==> src/rtl/s3_writeback.sv <==
// s3_writeback: final pipeline stage. Registers the s2 instruction, extracts load
// data, selects the register-file write value and keeps the cycle/instret counters.
//
// Ports:
//   clk, rst             clock, synchronous active-high reset
//   stall                hold s3 registers (no s2->s3 transfer)
//   valid_s2             s2 holds a real instruction
//   instruction_s2       instruction word in s2
//   alu_result_s2        ALU result or load/store effective address
//   pc_s2                PC of the s2 instruction
//   mem_rdata            synchronous memory read data for the load in s3
//   counter_rst          clear both counters
//   instruction_s3       retiring instruction (NOP_INST when invalid)
//   wb_data/rf_we/rf_wa  register-file write port
//   cycle_count          cycles since reset or counter_rst
//   instret_count        instructions retired since reset or counter_rst
module s3_writeback #(
   parameter logic [31:0] NOP_INST = 32'h0000_0013
) (
   input  logic        clk,
   input  logic        rst,
   input  logic        stall,
   input  logic        valid_s2,
   input  logic [31:0] instruction_s2,
   input  logic [31:0] alu_result_s2,
   input  logic [31:0] pc_s2,
   input  logic [31:0] mem_rdata,
   input  logic        counter_rst,
   output logic [31:0] instruction_s3,
   output logic [31:0] wb_data,
   output logic        rf_we,
   output logic [4:0]  rf_wa,
   output logic [31:0] cycle_count,
   output logic [31:0] instret_count
);

   localparam logic [6:0] OPC_LOAD      = 7'b0000011;
   localparam logic [6:0] OPC_ARI_ITYPE = 7'b0010011;
   localparam logic [6:0] OPC_AUIPC     = 7'b0010111;
   localparam logic [6:0] OPC_ARI_RTYPE = 7'b0110011;
   localparam logic [6:0] OPC_LUI       = 7'b0110111;
   localparam logic [6:0] OPC_JALR      = 7'b1100111;
   localparam logic [6:0] OPC_JAL       = 7'b1101111;

   logic [31:0] inst_q;
   logic [31:0] alu_q;
   logic [31:0] pc_q;
   logic        valid_q;

   always_ff @(posedge clk) begin
      if (rst) begin
         inst_q  <= NOP_INST;
         alu_q   <= '0;
         pc_q    <= '0;
         valid_q <= 1'b0;
      end else if (!stall) begin
         inst_q  <= valid_s2 ? instruction_s2 : NOP_INST;
         alu_q   <= alu_result_s2;
         pc_q    <= pc_s2;
         valid_q <= valid_s2;
      end
   end

   // A retirement coinciding with counter_rst is deliberately dropped.
   always_ff @(posedge clk) begin
      if (rst || counter_rst) begin
         cycle_count   <= '0;
         instret_count <= '0;
      end else begin
         cycle_count <= cycle_count + 32'd1;
         if (valid_q && !stall)
            instret_count <= instret_count + 32'd1;
      end
   end

   logic [6:0]  opcode;
   logic [2:0]  funct3;
   logic [1:0]  off;
   logic [7:0]  ld_byte;
   logic [15:0] ld_half;
   logic [31:0] ld_data;

   assign opcode = inst_q[6:0];
   assign funct3 = inst_q[14:12];
   assign off    = alu_q[1:0];

   always_comb begin
      ld_byte = mem_rdata[{off, 3'b000} +: 8];
      ld_half = off[1] ? mem_rdata[31:16] : mem_rdata[15:0];
      case (funct3)
         3'b000:  ld_data = {{24{ld_byte[7]}}, ld_byte};
         3'b100:  ld_data = {24'h0, ld_byte};
         3'b001:  ld_data = {{16{ld_half[15]}}, ld_half};
         3'b101:  ld_data = {16'h0, ld_half};
         default: ld_data = mem_rdata;
      endcase
   end

   logic is_load;
   logic is_link;
   logic is_alu;

   assign is_load = (opcode == OPC_LOAD);
   assign is_link = (opcode == OPC_JAL) || (opcode == OPC_JALR);
   assign is_alu  = (opcode == OPC_ARI_RTYPE) || (opcode == OPC_ARI_ITYPE)
                 || (opcode == OPC_LUI) || (opcode == OPC_AUIPC);

   always_comb begin
      wb_data = alu_q;
      unique case (1'b1)
         is_load: wb_data = ld_data;
         is_link: wb_data = pc_q + 32'd4;
         default: wb_data = alu_q;
      endcase
   end

   assign instruction_s3 = inst_q;
   assign rf_wa          = inst_q[11:7];
   // Not gated by stall: a held write rewrites the same value.
   assign rf_we = valid_q && (rf_wa != 5'd0) && (is_load || is_link || is_alu);

endmodule
==> config.mk <==
export PLATFORM = sky130hd
export DESIGN_NAME = s3_writeback
export DESIGN_NICKNAME = d
export VERILOG_FILES = /design/src/rtl/s3_writeback.sv
export SDC_FILE = /design/constraint.sdc
export NUM_CORES = 1
export LEC_CHECK = 0
export ABC_CLOCK_PERIOD_IN_PS = 3600
export BUFFER_PORTS_ARGS = -buffer_cell sky130_fd_sc_hd__buf_4
export CAP_MARGIN = 20
export CORE_MARGIN = 1
export CORE_UTILIZATION = 45
export CTS_CLUSTER_SIZE = 8
export DETAILED_ROUTE_END_ITERATION = 8
export PLACE_DENSITY_LB_ADDON = 0.15
export SYNTH_ARGS = -nofsm -noshare
export SYNTH_HDL_FRONTEND = slang
export SYNTH_SLANG_ARGS = --single-unit
==> constraint.sdc <==
create_clock -name clk -period 3.6 [get_ports clk]
set_input_delay 0.18 -clock clk [delete_from_list [all_inputs] [get_ports clk]]
set_output_delay 0.18 -clock clk [all_outputs]
set_load 0.02 [all_outputs]
== Word-level counts from Yosys, hierarchy flattened ==
Index checks and enable logic that the tools add are counted.
Operators by class
  add/sub/neg operators: 3
  equality and inequality tests: 10
  shift operators: 1
  mux-type cells: 4
  reductions and logical operators: 13
Operators by type and width (number)
  32-bit case mux with 4 select lines: 1
  32-bit by 1-bit adder with 32-bit output (second input constant): 2
  32-bit case mux with 2 select lines: 1
  32-bit by 3-bit adder with 32-bit output (second input constant): 1
  32-bit 2-to-1 mux: 1
  32-bit by 6-bit variable part select with 8-bit output: 1
  16-bit 2-to-1 mux: 1
  7-bit by 5-bit == test with 1-bit output (second input constant): 2
  7-bit by 6-bit == test with 1-bit output (second input constant): 2
  7-bit == test (second input constant): 2
  7-bit by 2-bit == test with 1-bit output (second input constant): 1
  1-bit logical OR: 7
  3-bit == test (second input constant): 2
  5-bit nonzero test: 1
  3-bit by 1-bit == test with 1-bit output (second input constant): 1
  1-bit logical AND: 3
  3-bit zero test: 1
  1-bit zero test: 1
Storage, ports and cells
  register bits: 161
  word-level logic and storage cells: 37

== Logic depth before layout (Yosys ltp) ==
  depth after elaboration: 6
  gate-level depth with buffers: 7
  gate-level depth less buffers: 6

== Worst setup path before layout ==
No wires, ideal clock.
  path kind: flip-flop to output port
  start point: register pc_q[2]
  end point: output port wb_data[30]
  arrival time: 2.037 ns
  data required time: 3.420 ns
  path slack: 1.383 ns
  stages on the path, launching flop included: 8
  buffers on the path: 1
  cells stage by stage: dfxtp_1 > ha_1 > nand4_2 > or3_1 > buf_2 > nor4_2 > xnor2_1 > o221ai_1
Between the ends
  word-level cells in the longest chain between the ends: 2
Ends and longest elaborated chain
  start, declared: RTL line 47  | logic [31:0] pc_q;
  start signal, assigned: RTL line 59  | pc_q <= pc_s2;
  32-bit by 3-bit adder with 32-bit output: RTL line 112  | is_link: wb_data = pc_q + 32'd4;
  32-bit case mux with 2 select lines: RTL line 110  | unique case (1'b1)
  end, declared: RTL line 30  | output logic [31:0] wb_data,
Every way passes these cells.

== Worst setup path after layout ==
  start point: register alu_q[1]
  end point: output port wb_data[12]
Between the ends
  word-level cells in the longest chain between the ends: 3
  elaborated cells on any way between the ends: 4
Ends and longest elaborated chain
  start, declared: RTL line 46  | logic [31:0] alu_q;
  start signal, assigned: RTL line 58  | alu_q <= alu_result_s2;
  32-bit by 6-bit variable part select with 8-bit output or 16-bit 2-to-1 mux (tied branches): RTL line 88, 89
  32-bit case mux with 4 select lines (*): RTL line 90  | case (funct3)
  32-bit case mux with 2 select lines (*): RTL line 110
Every way passes the cells marked *; elsewhere a longest branch is shown, timed or not.

==> results.md <==
* LEAKAGE at 4.86 nW
* Worst EP required at 3.42 ns
* Detailed-route vias per instance at 5.41
* Row cnt at 48
* Worst-path clk slew at 0.07 ns
* Top-level I/O count at 267
* Initial antenna violation count at 1
* # H-tree levels at 4
* Combinational power share at 0.146
* Final Skew at 0.00753 ns
* Post-synth top area cell: dfxtp_1
* Routed WL at 25,300 um
* DIE AREA at 18,300 um^2
* Worst Setup Path Type: reg2out
* Post-Syn Instances at 919
* Total of max-cap violations at 0
* Pint at 3.23 mW
* Clock Sinks at 161
* Synth Register Bits at 161
* Syn Nets at 1,055
* Fmax at 325 MHz
* Setup_tns at 0 ns
* Overall power at 4.39 mW
* Clock Tree Buf Depth at 2
* GPL Wtd Cong at 0.920
* Drt wl/cell at 17.1 um
* Final HPWL DP at 17,300 um
* Ys async rst share at 0
* Fin. Hold Viols at 0
* First-pass DRT Iterations at 8
* First-pass GRT wire length at 39,400 um
* Final core utilization at 0.672
* Clock power share at 0.421
* Clock latency on the worst-skew pair at 0.43 ns
* Psw at 1.16 mW
* Critical path endpoint category: output port
* GR Util All Layers at 0.276
* Resize count post-CTS at 0
* Initial Util at 0.462
* Arrival time worst endpoint at 2.90 ns
* Clock root cell: clkbuf_16
* Final instance area at 11,600 um^2
* Mapped cell area at 7980 um^2
* Synth-to-Final Area Change at 45.5%
* Final setup fails at 0
* Status: finished clean
* Maximum vdd drop at 0.000345 V
* Unrepaired setup endpoints after global routing: no
* Pin count of the biggest net entering global routing at 98
* Mean post-synth cell area at 8.69 um^2
* Net count reported at finish at 1,381
* Most used DFF post-synth: dfxtp_1
* Register area share after synthesis at 0.404
* Power per Cell Area at 378 nW/um^2
* Top post-synthesis cells by area: dfxtp_1, mux2i_1, nor2_1
* CORE AREA at 17,300 um^2
* Final slew viol count at 0
* Overflow left after global routing at 0
* Vias at 8,031
* DRC Markers at 0
* Hold Crit Class: in2reg
* Buffers on Ports at 266
* Switching Fraction at 0.265
* Slew headroom at 0.295
* Ys Warns at 0
* Final hold slack at 0.0193 ns
* DP Area at 10,100 um^2
* Vias in the first global route at 7,487
* Die height at 135 um
* Worst Max-Slew Pin Slew at 1.06 ns
* Clock tree from TritonCTS: built
* Iter 0 DRT Violations at 627
* Chip width at 135 um
* Tmin final at 3.08 ns
* Share of cells above drive strength 1 at 0.266
* Total CTS buffers at 17
* Startpoint Class: register
* Flop pwr share at 0.434
* Top-count cell post-synth: nor2_1
* ANT nets after route at 0
* Fillers at 1,464
* Synth top cells by count: nor2_1, dfxtp_1, mux2i_1
* Max Fanout on Critical Path at 21
* Top cell type's share of synthesized area at 0.404
* EDFF count, synth at 0
* Synth unique cells at 56
* Tcrit/Tclk final at 0.855
* Setup Fix Bufs, Post-CTS at 0
==> layer usage <==
metal	global-route usage	vias to the layer above	share of wire
met1	0.339	3778	0.42
met4	0.105	0	0.026
met3	0.0651	41	0.061
met5	0	-	0
li1	-	3936	-
met2	0.468	276	0.50
==> critical path, cell delays in order, from the launching register on <==
cell	delay [ns]
dfxtp_1	0.86
mux2_2	0.35
mux2i_1	0.10
or4_1	0.50
a221oi_1	0.35
a221o_1	0.17
buf_4	0.14
==> registers in the layout, indices dropped and copies added, names as in the netlist <==
name and flops:
alu_q 32, cycle_count 32, instret_count 32, instruction_s3 32, pc_q 32, valid_q 1
==> worst paths after layout <==
kind                                                     start                             end  slack, ns  cells after the start
worst max-delay path                     alu_q[1]$_SDFFE_PP0N_                     wb_data[12]       0.52                      6
worst max register to register  instret_count[12]$_SDFFE_PP0P_  instret_count[29]$_SDFFE_PP0P_       1.50                      5
worst min register to register       cycle_count[0]$_SDFF_PP0_       cycle_count[0]$_SDFF_PP0_       0.45                      1
worst min-delay path                                  pc_s2[8]            pc_q[8]$_SDFFE_PP0N_       0.02                      3
==> repair_timing <==
| action | in CTS | in global routing |
|---|---|---|
| endpoints found under the setup margin | 0 | 0 |
| endpoints found under the hold margin | 93 | 0 |
| hold buffers | 93 | 0 |
==> layout by cell type, fill, tap and decap left out, drive strengths merged, types with 15 or more instances in the layout <==
master,Yosys,routed
buf,24,277
nor2,167,167
dfxtp,161,161
dlygate4sd3,0,93
mux2i,69,69
xnor2,61,61
nand2,50,50
a22oi,38,38
a21oi,35,35
nor3,30,30
nand3,29,29
inv,21,26
xor2,20,20
nor4,20,20
nand4,19,19
clkbuf,39,18
o221ai,15,15
==> power by group through the flow <==
| stage | sequential (mW) | combinational [mW] | clock [mW] |
|---|---|---|---|
| finish | 1.90 | 0.640 | 1.85 |
| detailed placement | 1.94 | 0.545 | 0 |
| global route | 1.91 | 0.685 | 1.96 |
| global placement | 1.94 | 0.543 | 0 |
| CTS | 1.90 | 0.631 | 1.88 |
| floorplan | 1.94 | 0.294 | 0 |
==> stage by stage <==
step	setup WS, ns	instances
3_3_place_gp	1.04	1356
3_5_place_dp	0.999	1356
6_report	0.523	1484
4_1_cts	0.496	1481
5_1_grt	0.326	1484
2_1_floorplan	1.38	919
==> area by class of cell <==
class,count,area [um^2],share of cell area
clock inverter,14,174,0.0150
timing repair buffer,370,3020,0.260
multi-input combinational,674,4410,0.380
sequential,161,3220,0.277
inverter,21,78.8,0.00679
tap,225,282,0.0242
antenna,1,2.50,0.000215
clock buffer,18,429,0.0369
==> logic make-up after synthesis <==
kind of cell	after synthesis	share of synthesized area
AND/OR/NAND/NOR	372	0.232
flip-flops	161	0.404
AO/OA/AOI/OAI	142	0.125
buffers and inverters	84	0.0454
XOR/XNOR	81	0.0889
multiplexers	76	0.101
adder cells (fa/ha/maj)	3	0.00470
(Power assumes the default switching activity.)
